### src/rtl/us_scan_array.sv
// Round-robin ultrasonic range-finder scanner: triggers one masked channel at a
// time, times its echo in microseconds, converts to millimetres and publishes a
// per-channel distance, obstacle flag and timeout flag.
module us_scan_array #(
  parameter int N_CH      = 3,
  parameter int DIST_W    = 16,
  parameter int US_DIV    = 50,
  parameter int TRIG_CYC  = 500,
  parameter int WAIT_US   = 1000,
  parameter int MAX_US    = 38000,
  parameter int GUARD_US  = 10000,
  parameter int THRESH_MM = 70
) (
  input  logic                     clk_50M,
  input  logic                     reset,
  input  logic                     enable,
  input  logic [N_CH-1:0]          ch_mask,
  input  logic [N_CH-1:0]          echo,
  output logic [N_CH-1:0]          trig,
  output logic [N_CH*DIST_W-1:0]   distance_out,
  output logic [N_CH-1:0]          op,
  output logic [N_CH-1:0]          tout,
  output logic [N_CH-1:0]          valid,
  output logic                     busy
);

  localparam int CH_W     = (N_CH > 1) ? $clog2(N_CH) : 1;
  localparam int CYC_MAX  = (US_DIV > TRIG_CYC) ? US_DIV : TRIG_CYC;
  localparam int CYC_W    = $clog2(CYC_MAX + 1);
  localparam int US_MAX_A = (WAIT_US > MAX_US) ? WAIT_US : MAX_US;
  localparam int US_MAX   = (US_MAX_A > GUARD_US) ? US_MAX_A : GUARD_US;
  localparam int US_W     = $clog2(US_MAX + 1);

  typedef enum logic [2:0] {
    IDLE, SELECT, TRIG, WAIT_RISE, MEASURE, UPDATE, GUARD
  } state_t;

  state_t            state, state_nxt;
  logic [CH_W-1:0]   cur;
  logic [CH_W-1:0]   pick;
  logic [CH_W-1:0]   idx;
  logic              found;
  logic [CYC_W-1:0]  cyc;
  logic [US_W-1:0]   us_cnt;
  logic [N_CH-1:0]   echo_p0, echo_p1, echo_p2;
  logic              enter, tick, rise, lvl, upd_to;
  logic [DIST_W-1:0] mm_w;

  // Echo time (us) to millimetres: (us * 11239) >> 16, truncated, clamped to the slot width.
  function automatic logic [DIST_W-1:0] us_to_mm(input logic [US_W-1:0] us);
    logic [47:0] mm;
    mm = (48'(us) * 48'd11239) >> 16;
    if (|(mm >> DIST_W)) return '1;
    return mm[DIST_W-1:0];
  endfunction

  assign enter = (state_nxt != state);
  assign tick  = (state != TRIG) && (cyc == CYC_W'(US_DIV - 1));
  assign lvl   = echo_p1[cur];
  assign rise  = echo_p1[cur] & ~echo_p2[cur];
  assign mm_w  = us_to_mm(us_cnt);
  assign trig  = (state == TRIG) ? (N_CH'(1) << cur) : '0;
  assign busy  = (state != IDLE);

  // Two-flop synchroniser on the raw echo lines; echo_p2 is the previous synced value for edge detect.
  always_ff @(posedge clk_50M) begin
    echo_p0 <= echo;
    echo_p1 <= echo_p0;
    echo_p2 <= echo_p1;
  end

  // Round-robin search: first masked channel strictly after the last serviced one.
  always_comb begin
    pick  = cur;
    idx   = '0;
    found = 1'b0;
    for (int i = 1; i <= N_CH; i++) begin
      idx = CH_W'((int'(cur) + i) % N_CH);
      if (!found && ch_mask[idx]) begin
        pick  = idx;
        found = 1'b1;
      end
    end
  end

  // Next-state logic; upd_to marks an UPDATE entered through a timeout.
  always_comb begin
    state_nxt = state;
    upd_to    = 1'b0;
    case (state)
      IDLE:      if (enable && |ch_mask) state_nxt = SELECT;
      SELECT:    state_nxt = found ? TRIG : IDLE;
      TRIG:      if (cyc == CYC_W'(TRIG_CYC - 1)) state_nxt = WAIT_RISE;
      WAIT_RISE: begin
        if (rise) begin
          state_nxt = MEASURE;
        end else if (tick && us_cnt == US_W'(WAIT_US - 1)) begin
          state_nxt = UPDATE;
          upd_to    = 1'b1;
        end
      end
      MEASURE: begin
        if (!lvl) begin
          state_nxt = UPDATE;
        end else if (tick && us_cnt == US_W'(MAX_US - 1)) begin
          state_nxt = UPDATE;
          upd_to    = 1'b1;
        end
      end
      UPDATE:    state_nxt = GUARD;
      GUARD: begin
        if (tick && us_cnt == US_W'(GUARD_US - 1))
          state_nxt = (enable && |ch_mask) ? SELECT : IDLE;
      end
      default:   state_nxt = IDLE;
    endcase
  end

  // State register, channel pointer, and cycle/us counters that restart on every state entry.
  always_ff @(posedge clk_50M or negedge reset) begin
    if (!reset) begin
      state  <= IDLE;
      cur    <= CH_W'(N_CH - 1);
      cyc    <= '0;
      us_cnt <= '0;
    end else begin
      state <= state_nxt;
      if (state == SELECT && found) cur <= pick;
      if (enter || tick) cyc <= '0;
      else               cyc <= cyc + 1'b1;
      if (enter)
        us_cnt <= '0;
      else if (tick && (state == WAIT_RISE || state == MEASURE || state == GUARD))
        us_cnt <= us_cnt + 1'b1;
    end
  end

  // Result publication: slot, flags and valid pulse all change together as UPDATE is entered.
  always_ff @(posedge clk_50M or negedge reset) begin
    if (!reset) begin
      distance_out <= '1;
      op           <= '0;
      tout         <= '0;
      valid        <= '0;
    end else begin
      valid <= '0;
      if (state_nxt == UPDATE && state != UPDATE) begin
        distance_out[int'(cur)*DIST_W +: DIST_W] <= upd_to ? '1 : mm_w;
        tout[cur]  <= upd_to;
        op[cur]    <= !upd_to && (48'(mm_w) < 48'(THRESH_MM));
        valid[cur] <= 1'b1;
      end
    end
  end

endmodule

### config.mk
export PLATFORM = sky130hd
export DESIGN_NAME = us_scan_array
export DESIGN_NICKNAME = d
export VERILOG_FILES = /design/src/rtl/us_scan_array.sv
export SDC_FILE = /design/constraint.sdc
export NUM_CORES = 1
export LEC_CHECK = 0
export CORE_UTILIZATION = 60
export CTS_BUF_LIST = sky130_fd_sc_hd__clkbuf_8
export CTS_CLUSTER_DIAMETER = 30
export DETAILED_ROUTE_END_ITERATION = 6
export PLACE_DENSITY = 0.81
export SYNTH_ARGS = -nofsm -noshare
export SYNTH_HDL_FRONTEND = slang
export SYNTH_SLANG_ARGS = --single-unit
### constraint.sdc
create_clock -name clk_50M -period 10.7 [get_ports clk_50M]
set_input_delay 1.07 -clock clk_50M [delete_from_list [all_inputs] [get_ports clk_50M]]
set_output_delay 1.07 -clock clk_50M [all_outputs]
set_load 0.02 [all_outputs]
==> metrics.txt, run 1 <==
Max Transition Viols Final=0; ratio of routed vias to standard cells=5.772; total count of hold-check failures in the final report=0; sw frac=0.2336; setup repair after global routing missed its margin=no; height of the die=128.1 µm; relative contribution of the clock network to total power=0.428; critical path start-end classification=reg -> reg; maximum achievable frequency=152.5 MHz; fraction of layout cells with a size suffix above 1=0.08261; Area Overhead vs Synth=11.11%; total setup violations reported at the end of the flow=0; average wire per cell in the routed design=17.90 µm; all-layer global routing usage=0.2951; Async S/R FF share, synth=0.9032; cell area after synthesis=0.009543 mm²; mean instance size in the synthesized netlist=9.698 µm²; area share of the leading cell type in the synthesized netlist=0.2119; Logic pwr share=0.019; final core area utilization=0.6898; antenna violations before repair=0; number of levels the H-tree was split into=3; most repeated cell in the gate-level netlist after synthesis=sky130_fd_sc_hd__inv_1; post-route antenna net violation count=0; number of nets at the end of the flow=1279; DRC errors left=0; Net Switching=0.1497 mW; number of ports placed on the die boundary=70; maximum number of pins on one net before global-route repair=65; final global-route overflow total=0; worst slew pin tran=1.162 ns; vias in the first global route=7185; Setup TNS Final=0 ns; Power per Cell Area=60.43 mW/mm²; DRT Pass-1 Iters=6; Tot Pwr=0.6407 mW; worst setup skew after layout=0.02268 ns; fraction of the cycle the final worst path needs=0.6127; data required time of the critical path=11.01 ns; number of synthesis warnings=0; relative contribution of sequential cells to total power=0.553; Placement Setup Slack=4.209 ns; via count of the routed design=7227; biggest area consumer among synthesized cells=sky130_fd_sc_hd__fa_1; Crit Reg-Reg Endpoint=op[1]; slack of the critical path=4.144 ns; Critical Path End Type=flip-flop; result of the run=completed; count of clock tree sinks=93; normalized max-slew margin=0.2180; starting density of the core=0.6208; maximum count of clock buffers along a single path=2; Iteration-0 DRC Markers=618; reg-to-reg slack, setup=4.14 ns; Worst VDD drop=0.00005927 V; total wire length after detailed routing=22410 µm; Die Width=128.1 µm; internal cell power=0.4910 mW; synthesis-stage register bit count=93; number of resized instances in the post-cts repair step=0; MaxCap Viol Count=0; Cell Rows=45; clock slew at reported path FFs=0.11 ns; Area contributors post-synth=sky130_fd_sc_hd__fa_1 (21%), sky130_fd_sc_hd__ha_1 (17%), sky130_fd_sc_hd__dfstp_2 (13%), sky130_fd_sc_hd__dfrtp_1 (10%), sky130_fd_sc_hd__inv_1 (6.9%); startpoint type of the worst setup path=flip-flop; number of inserted filler cells in the final layout=1202; first-pass GRT wire length=37030 µm; Reg-to-Reg Start=us_cnt[6]; clock tree from TritonCTS=built; unique cell type count in the Yosys netlist=68; worst skew pair latency=0.40 ns; number of synthesized flops with an enable pin=0; worst-path fanout max=9; port bufs=69; number of diodes added for antenna fixing=0; most frequent cells after synthesis=sky130_fd_sc_hd__inv_1 (176), sky130_fd_sc_hd__ha_1 (133), sky130_fd_sc_hd__fa_1 (101); Worst R2R Path Depth=20; Inserted Clock Buffers=9; leak pwr=5.449 nW; clock root cell=sky130_fd_sc_hd__clkbuf_8; full die area=0.01641 mm²; crit path launch=us_cnt[6]; kind of path behind the tightest hold check=reg -> reg; Post-synth top flop=sky130_fd_sc_hd__dfstp_2; post-CTS repair timing setup buffer count=0; Mapped Cells=984; share of synthesized area occupied by flip-flops and latches=0.2452; arrival time at the worst endpoint=6.87 ns; crit path to=op[1]; global placer's final weighted congestion=0.9303; HPWL after DPL=18400 µm; syn nets=1227; Final Critical Period=6.556 ns; Floorplan Core Area=0.01537 mm²; CTS Hold Buffers Added=0
worst min path at each step:
stage | from | to | cells past startpoint
after floorplan | echo_p0[0] | echo_p1[0] | 0
final | echo_p0[1] | echo_p1[1] | 0
after CTS | echo_p0[0] | echo_p1[0] | 0
after detailed placement | echo_p0[2] | echo_p1[2] | 0
after global placement | echo_p0[0] | echo_p1[0] | 0
after global routing | echo_p0[0] | echo_p1[0] | 0
power by group through the flow:
stage / combinational, mW / clock, mW / sequential (mW)
after floorplan: 0.00198 / 0 / 0.360
after global placement: 0.0126 / 0 / 0.360
after detailed placement: 0.0124 / 0 / 0.360
after CTS: 0.0125 / 0.277 / 0.354
after global routing: 0.0138 / 0.289 / 0.355
final: 0.0122 / 0.274 / 0.354
flip-flops by register name (all words and copies together), names as in the netlist:
register / cells
cur: 2
cyc: 9
distance_out: 45
echo_p0: 3
echo_p1: 3
echo_p2: 3
op: 3
state: 3
tout: 3
us_cnt: 16
valid: 3
routing by layer:
metal / GRT usage / vias up / part of all wire
met5: 0 / - / 0
met4: 0.08720 / 0 / 0.019
met3: 0.03923 / 30 / 0.053
met2: 0.4715 / 228 / 0.48
met1: 0.4212 / 3580 / 0.45
li1: - / 3389 / -
layout by cell type, fill, tap and decap left out, types with 4 or more instances in the layout:
cell type / instances
sky130_fd_sc_hd__a21oi_1: 33
sky130_fd_sc_hd__nor2b_1: 9
sky130_fd_sc_hd__and3_1: 12
sky130_fd_sc_hd__dfstp_2: 46
sky130_fd_sc_hd__nor2_2: 5
sky130_fd_sc_hd__clkbuf_8: 9
sky130_fd_sc_hd__dfxtp_1: 9
sky130_fd_sc_hd__xor2_1: 9
sky130_fd_sc_hd__ha_1: 133
sky130_fd_sc_hd__a21o_1: 14
sky130_fd_sc_hd__fa_1: 101
sky130_fd_sc_hd__nand2_1: 94
sky130_fd_sc_hd__xnor2_1: 25
sky130_fd_sc_hd__o21ai_0: 24
sky130_fd_sc_hd__nand3_1: 22
sky130_fd_sc_hd__dfrtp_1: 38
sky130_fd_sc_hd__and2_1: 5
sky130_fd_sc_hd__nor2_1: 38
sky130_fd_sc_hd__clkdlybuf4s50_1: 68
sky130_fd_sc_hd__nand4_1: 9
sky130_fd_sc_hd__a211oi_1: 6
sky130_fd_sc_hd__o31ai_1: 49
sky130_fd_sc_hd__or3_1: 4
sky130_fd_sc_hd__o211ai_1: 6
sky130_fd_sc_hd__nand2b_1: 4
sky130_fd_sc_hd__nor3_1: 16
sky130_fd_sc_hd__inv_1: 177
critical path, stage by stage, from the launching register on:
cell and delay (ns):
sky130_fd_sc_hd__dfrtp_1 0.62, sky130_fd_sc_hd__inv_1 0.20, sky130_fd_sc_hd__ha_1 0.32, sky130_fd_sc_hd__inv_1 0.07, sky130_fd_sc_hd__fa_1 0.49, sky130_fd_sc_hd__inv_1 0.06, sky130_fd_sc_hd__fa_1 0.55, sky130_fd_sc_hd__fa_1 0.54
sky130_fd_sc_hd__fa_1 0.54, sky130_fd_sc_hd__inv_1 0.05, sky130_fd_sc_hd__fa_1 0.49, sky130_fd_sc_hd__inv_1 0.04, sky130_fd_sc_hd__ha_1 0.34, sky130_fd_sc_hd__a21oi_1 0.20, sky130_fd_sc_hd__o21ai_0 0.19, sky130_fd_sc_hd__a31oi_1 0.35
sky130_fd_sc_hd__a211oi_1 0.17, sky130_fd_sc_hd__or4_1 0.49, sky130_fd_sc_hd__a221oi_1 0.28, sky130_fd_sc_hd__nand4_1 0.22, sky130_fd_sc_hd__o31ai_1 0.26
cells by family after synthesis:
| kind of cell | share of synthesized area |
|---|---|
| simple gates | 0.1269 |
| buf+inv | 0.08299 |
| mux | 0.002098 |
| xor+xnor | 0.03121 |
| flops | 0.2452 |
| fa+ha+maj | 0.3884 |
| compound gates | 0.1232 |
area by class of cell:
class | instances | area [µm²] | share of cell area
Multi-Input combinational cell | 685 | 6411 | 0.6047
Timing Repair Buffer | 71 | 703.2 | 0.06632
Tap cell | 211 | 264.0 | 0.02490
Sequential cell | 93 | 2340 | 0.2207
Clock buffer | 9 | 123.9 | 0.01168
Clock inverter | 7 | 100.1 | 0.009441
Inverter | 176 | 660.6 | 0.06231
per-stage QoR:
stage | instances | hold WS (ns) | cell area [µm²]
2_1_floorplan | 984 | 0.3096 | 9543
3_3_place_gp | 1236 | 0.3137 | 10380
3_5_place_dp | 1236 | 0.3121 | 10380
4_1_cts | 1252 | 0.3440 | 10600
5_1_grt | 1252 | 0.3510 | 10600
6_report | 1252 | 0.3416 | 10600
No activity file was read; power rests on OpenSTA's default activity.
==> run 2, diff against run 1 <==
CORE_UTILIZATION = 56   (was 60)
PLACE_DENSITY = 0.8   (was 0.81)
clock period = 5.4 ns   (was 10.7 ns; I/O delays follow)
==> run 2 against run 1 <==
- the flow now finishes with violations (setup timing)
- hold slack lost 0.036 ns
- count of clock-buffer cells in the layout is the same
- non-clock buffer count increased by 136
- setup slack lost 4.8 ns
- clock skew shrank 0.00060 ns
- routed wire length is 26% higher
- sequential power rose by 98%
- first-iteration DRC count grew 11%
- critical endpoint unchanged
- highest routed layer unchanged
==> metrics.txt, run 2 (synthesis gave the netlist of run 1 again) <==
result of the run=finished, violations left; violated checks=setup timing; Net Switching=0.3405 mW (+130%); slack of the critical path=-0.6327 ns (-4.777 ns); total wire length after detailed routing=28260 µm (+26%); Max Transition Viols Final=0 (unchanged); height of the die=132.5 µm (+3.5%); cells traversed along the worst timing path=fa_1 -> fa_1 -> inv_1 -> fa_1 -> inv_1 -> fa_1 -> fa_1 -> inv_1 -> fa_1 -> inv_1 -> ha_4 -> nand4_1 -> buf_6 -> a2111oi_4 -> o21ai_2 -> a211oi_2 -> o211ai_1 -> a221oi_2 -> nand4_1 -> o31ai_1; total setup violations reported at the end of the flow=45 (+45); largest registers=distance_out: 45 flops, us_cnt: 16 flops, cyc: 9 flops; MaxCap Viol Count=0 (unchanged); worst skew pair latency=0.42 ns (+0.02 ns); antenna violations before repair=0 (unchanged); Area Overhead vs Synth=31.05%; relative contribution of sequential cells to total power=0.567 (+0.014); via count of the routed design=8230 (+14%); Worst VDD drop=0.0001371 V (+130%); setup repair after global routing missed its margin=yes; normalized max-slew margin=0.1010 (-0.1170); port bufs=69 (unchanged); met3 track utilization from global routing=0.04023 (+0.0009978); first-pass GRT wire length=41240 µm (+11%); full die area=0.01757 mm² (+7.0%); startpoint type of the worst setup path=flip-flop; clock root cell=sky130_fd_sc_hd__clkbuf_8; delay of the slowest cell on the worst path=0.55 ns (-0.07 ns); DRT Pass-1 Iters=5 (-1); worst setup skew after layout=0.02208 ns (-0.0005998 ns); global-route track usage on met2=0.4827 (+0.01120); maximum number of pins on one net before global-route repair=85 (+31%); leading cell types in the layout, fill and taps excluded=sky130_fd_sc_hd__inv_1 (165), sky130_fd_sc_hd__buf_4 (125), sky130_fd_sc_hd__ha_1 (122); met1 track demand over resource=0.4245 (+0.003311); count of clock tree sinks=93 (unchanged); layer with the highest usage=met2; DRC errors left=0 (unchanged); worst slew pin tran=1.345 ns (+0.1830 ns); Placement Setup Slack=-0.5678 ns (-4.777 ns); number of ports placed on the die boundary=70 (unchanged); kind of path behind the tightest hold check=in -> async; post-route antenna net violation count=0 (unchanged); sw frac=0.2752 (+0.04161); total placed cells including tap cells=1359 (+10%); worst-path fanout max=5 (-4); all-layer global routing usage=0.3062 (+0.01110); final global-route overflow total=0 (unchanged); cell with the largest stage delay on the worst path=sky130_fd_sc_hd__fa_1; data required time of the critical path=5.72 ns (-5.29 ns); Power per Cell Area=98.93 mW/mm² (+64%); number of levels the H-tree was split into=3 (unchanged); maximum count of clock buffers along a single path=2 (unchanged); global placer's final weighted congestion=0.9691 (+4.2%); Final Critical Period=6.033 ns (-0.5235 ns); vias in the first global route=7960 (+11%); HPWL after DPL=20040 µm (+8.9%); Logic pwr share=0.019 (about the same); Critical Path End Type=flip-flop; Inserted Clock Buffers=9 (unchanged); number of diodes added for antenna fixing=0 (unchanged); arrival time at the worst endpoint=6.35 ns (-0.52 ns); fraction of the cycle the final worst path needs=1.117 (+0.5044); Die Width=132.5 µm (+3.5%); flip-flop count of the largest register after layout=45 (unchanged); starting density of the core=0.5754 (-0.04539); ratio of routed vias to standard cells=5.891 (+2.1%); most used cell along the critical path=sky130_fd_sc_hd__fa_1; final instance area=0.01251 mm² (+18%); fraction of layout cells with a size suffix above 1=0.2923 (+0.2097); Iteration-0 DRC Markers=683 (+11%); average wire per cell in the routed design=20.23 µm (+13%); leak pwr=6.260 nW (+15%); Cell Rows=47 (+4.4%); internal cell power=0.8967 mW (+83%); count of non-filler cells in the finished layout=1397 (+12%); relative contribution of the clock network to total power=0.414 (-0.014); number of nets at the end of the flow=1415 (+11%); top register by number of flip-flops=distance_out; Setup TNS Final=-16.49 ns (-16.49 ns); critical path start-end classification=reg -> reg; Post-DP Area=0.01141 mm² (+9.9%); number of inserted filler cells in the final layout=1061 (-12%); maximum achievable frequency=165.8 MHz (+8.7%); total count of hold-check failures in the final report=0 (unchanged); Floorplan Core Area=0.01658 mm² (+7.9%); commonest non-fill, non-tap cell in the layout=sky130_fd_sc_hd__inv_1; clock slew at reported path FFs=0.12 ns (about the same); clock tree from TritonCTS=built
## run 2: cell count changes in the layout (fill, tap and decap cells not counted), sizes merged
cell / delta
buf: +136
clkinvlp: -1
inv: +3
bufinv: -2
## run 2: cell type report
class | instances | area (µm²) | area share
Multi-Input combinational cell | 685 | 7214 | 0.5769
Clock buffer | 9 | 123.9 | 0.009905
Clock inverter | 7 | 81.33 | 0.006503
Tap cell | 220 | 275.3 | 0.02201
Timing Repair Buffer | 207 | 1798 | 0.1438
Inverter | 176 | 660.6 | 0.05283
Sequential cell | 93 | 2352 | 0.1881
## run 2: worst paths after layout
path / start / to / slack (ns) / depth (start not counted)
worst min-delay path: reset / us_cnt[2] / 0.31 / 1
min in group clk_50M: echo_p0[1] / echo_p1[1] / 0.35 / 0
worst min register to register: echo_p0[1] / echo_p1[1] / 0.35 / 0
worst max-delay path: us_cnt[6] / op[1] / -0.63 / 20
max in group asynchronous: reset / us_cnt[3] / 4.35 / 1
worst max register to register: us_cnt[6] / op[1] / -0.63 / 20
## run 2: stage by stage
step,util,power (mW),hold WS [ns]
2_1_floorplan,-,0.7177,0.2444
3_3_place_gp,0.6880,0.7376,0.3140
3_5_place_dp,0.6880,0.7378,0.3144
4_1_cts,0.7296,1.244,0.3399
5_1_grt,0.7541,1.271,0.3546
6_report,0.7541,1.237,0.3054
## run 2: worst max-delay path: cells and delay by family, from the launching register on
family / cells / cell delay [ns]
fa+ha+maj: 7 / 3.36
compound gates: 6 / 1.33
flops: 1 / 0.49
buf+inv: 5 / 0.43
simple gates: 2 / 0.32
## run 2: timing repair
action | 4_1_cts | 5_1_grt
hold buffers | 0 | 0
pin swaps | 44 | 41
setup buffers | 17 | 11
setup endpoints to repair | 42 | 45
gates resized for setup | 75 | 71
## run 2: routing by layer
layer  vias up  wire length, µm
met1      4104            11440
li1       3668                -
met5         -                0
met2       369            13780
met4         0             1180
met3        89             1865
## run 2: power by group through the flow
stage / sequential [mW] / combinational [mW] / clock (mW)
finish: 0.702 / 0.0233 / 0.512
global route: 0.703 / 0.0267 / 0.542
CTS: 0.702 / 0.0239 / 0.518
detailed placement: 0.714 / 0.0238 / 0
global placement: 0.714 / 0.0235 / 0
floorplan: 0.714 / 0.00392 / 0
==> run 3, diff against run 2 <==
GPL_ROUTABILITY_DRIVEN = 1   (was not set)
RECOVER_POWER = 100   (was not set)
==> run 3 against run 2 <==
- the flow finishes with violations (capacitance limit, slew limit, setup timing)
- non-clock buffer count did not move
- clock skew barely moved
- hold slack improved by 0.037 ns
- first-iteration DRC count rose by 5.4%
- routed wire length barely moved
- global-route usage did not move
- total power barely moved
- cell area barely moved
- register-to-register slack improved by 0.02 ns
- setup slack improved by 0.020 ns
- largest power group unchanged
- highest routed layer unchanged
==> metrics.txt, run 3 (synthesis gave the netlist of run 1 again) <==
result of the run=finished, violations left; violated checks=capacitance limit, slew limit, setup timing; Net Switching=0.3407 mW (about the same); flip-flop count of the largest register after layout=45 (unchanged); Worst VDD drop=0.0001371 V (about the same); top register by number of flip-flops=distance_out; DRT Pass-1 Iters=5 (unchanged); MaxCap Viol Count=1 (+1); internal cell power=0.8956 mW (-0.11%); Logic pwr share=0.018 (about the same); sw frac=0.2756 (+0.0003504); worst-path fanout max=5 (unchanged); Max Transition Viols Final=85 (+85); Setup TNS Final=-16.08 ns (+0.4137 ns); clock root cell=sky130_fd_sc_hd__clkbuf_8; critical path start-end classification=reg -> reg; total wire length after detailed routing=28280 µm (about the same); ratio of routed vias to standard cells=5.870 (-0.35%); normalized max-slew margin=-2.098 (-2.199); delay of the slowest cell on the worst path=0.55 ns (about the same); relative contribution of the clock network to total power=0.414 (about the same); count of clock tree sinks=93 (unchanged); startpoint type of the worst setup path=flip-flop; CTS Hold Buffers Added=0 (unchanged); Power per Cell Area=98.89 mW/mm² (about the same); total buffers and inverters traversed by the critical path=5 (unchanged); leak pwr=6.462 nW (+3.2%); Iteration-0 DRC Markers=720 (+5.4%); cell with the largest stage delay on the worst path=sky130_fd_sc_hd__fa_1; leading cell types in the layout, fill and taps excluded=sky130_fd_sc_hd__inv_1 (165), sky130_fd_sc_hd__buf_4 (124), sky130_fd_sc_hd__ha_1 (122); fraction of the cycle the final worst path needs=1.113 (-0.003776); worst skew pair latency=0.42 ns (about the same); crit path launch=us_cnt[5]; clock slew at reported path FFs=0.12 ns (about the same); Die Width=132.5 µm (unchanged); global placer's final weighted congestion=0.9691 (unchanged); all-layer global routing usage=0.3062 (unchanged); worst slew pin tran=4.646 ns (+3.301 ns); DRC errors left=0 (unchanged); family with the most delay on the worst path=adder cells; final global-route overflow total=0 (unchanged); slack of the critical path=-0.6123 ns (+0.02039 ns); cells traversed along the worst timing path=fa_1 -> fa_1 -> inv_1 -> fa_1 -> inv_1 -> fa_1 -> fa_1 -> inv_1 -> fa_1 -> inv_1 -> ha_4 -> nand4_1 -> buf_6 -> a2111oi_4 -> o21ai_2 -> a211oi_2 -> o211ai_1 -> a221oi_2 -> nand4_1 -> o31ai_1; via count of the routed design=8201 (-0.35%); Final Critical Period=6.012 ns (-0.02039 ns); worst-case hold slack=0.3424 ns (+0.03695 ns); number of levels the H-tree was split into=3 (unchanged); total setup violations reported at the end of the flow=45 (unchanged); Cell Rows=47 (unchanged); total count of hold-check failures in the final report=0 (unchanged); post-route antenna net violation count=0 (unchanged); hold_sp=echo_p0[1]; maximum achievable frequency=166.3 MHz (+0.34%); port bufs=69 (unchanged); worst setup skew after layout=0.02175 ns (-0.0003274 ns); kind of path behind the tightest hold check=reg -> reg; clock tree from TritonCTS=built; total placed cells including tap cells=1359 (unchanged); Floorplan Core Area=0.01658 mm² (unchanged); Inserted Clock Buffers=9 (unchanged); count of non-filler cells in the finished layout=1397 (unchanged); maximum count of clock buffers along a single path=2 (unchanged); data required time of the critical path=5.72 ns (about the same); Area Overhead vs Synth=31.01% (about the same); relative contribution of sequential cells to total power=0.568 (about the same); fraction of layout cells with a size suffix above 1=0.2914 (-0.0008496); arrival time at the worst endpoint=6.33 ns (-0.02 ns); full die area=0.01757 mm² (unchanged); most used cell along the critical path=sky130_fd_sc_hd__fa_1; vias in the first global route=7960 (unchanged); starting density of the core=0.5754 (unchanged); height of the die=132.5 µm (unchanged); average wire per cell in the routed design=20.24 µm (about the same); maximum number of pins on one net before global-route repair=85 (unchanged); Critical Path End Type=flip-flop; first-pass GRT wire length=41240 µm (unchanged); number of diodes added for antenna fixing=0 (unchanged); number of ports placed on the die boundary=70 (unchanged); antenna violations before repair=0 (unchanged); number of nets at the end of the flow=1415 (unchanged); HPWL after DPL=20040 µm (unchanged); commonest non-fill, non-tap cell in the layout=sky130_fd_sc_hd__inv_1; setup repair after global routing missed its margin=yes; Reg-to-Reg Start=us_cnt[5]; largest registers=distance_out: 45 flops, us_cnt: 16 flops, cyc: 9 flops
## run 3: cell types whose count changed in the layout (fill, tap and decap cells not counted)
cell / delta
sky130_fd_sc_hd__buf_4: -1
sky130_fd_sc_hd__clkbuf_1: +1
sky130_fd_sc_hd__clkdlybuf4s50_1: -60
sky130_fd_sc_hd__dlygate4sd3_1: +60
## run 3: path summary, 6_finish.rpt
path	endpoint	cells after the start	slack, ns
min in group asynchronous	us_cnt[2]	1	1.75
setup / recovery	op[1]	20	-0.61
max in group asynchronous	us_cnt[3]	1	0.74
hold reg to reg	echo_p1[1]	0	0.34
hold / removal	echo_p1[1]	0	0.34
setup reg to reg	op[1]	20	-0.61
## run 3: routing by layer
| metal | track usage | wire [µm] | vias to the layer above |
|---|---|---|---|
| met5 | 0 | 0 | - |
| met3 | 0.04023 | 1955 | 87 |
| met2 | 0.4827 | 13870 | 379 |
| met1 | 0.4245 | 11330 | 4073 |
| li1 | - | - | 3662 |
| met4 | 0.1341 | 1133 | 0 |
## run 3: area by class of cell
class	count	area (µm²)
clock buffers	9	123.9
clock inverters	7	81.33
fillers	1063	4081
inverters	176	660.6
multi-input cells	685	7214
flip-flops and latches	93	2352
well taps	220	275.3
repair buffers	207	1794
## run 3: power groups by stage
stage	Clock [mW]	Combinational [mW]	Sequential [mW]
floorplan	0	0.00392	0.714
global route	0.542	0.0259	0.702
finish	0.512	0.0226	0.702
CTS	0.518	0.0239	0.702
global placement	0	0.0235	0.714
detailed placement	0	0.0238	0.714
## run 3: what timing repair did
action | CTS | global route
endpoints found under the setup margin | 42 | 45
resized for setup | 75 | 71
hold endpoints to repair | 0 | 0
pin swaps | 44 | 41
setup buffers | 17 | 11
## run 3: through the flow
stage	setup slack [ns]	power [mW]	instance area [µm²]	utilization
after floorplan	-0.08817	0.7177	9683	-
after global placement	-0.3185	0.7376	11410	0.6880
after detailed placement	-0.5678	0.7378	11410	0.6880
after CTS	-0.4596	1.244	12100	0.7296
after global routing	-0.8075	1.270	12500	0.7539
final	-0.6123	1.236	12500	0.7539
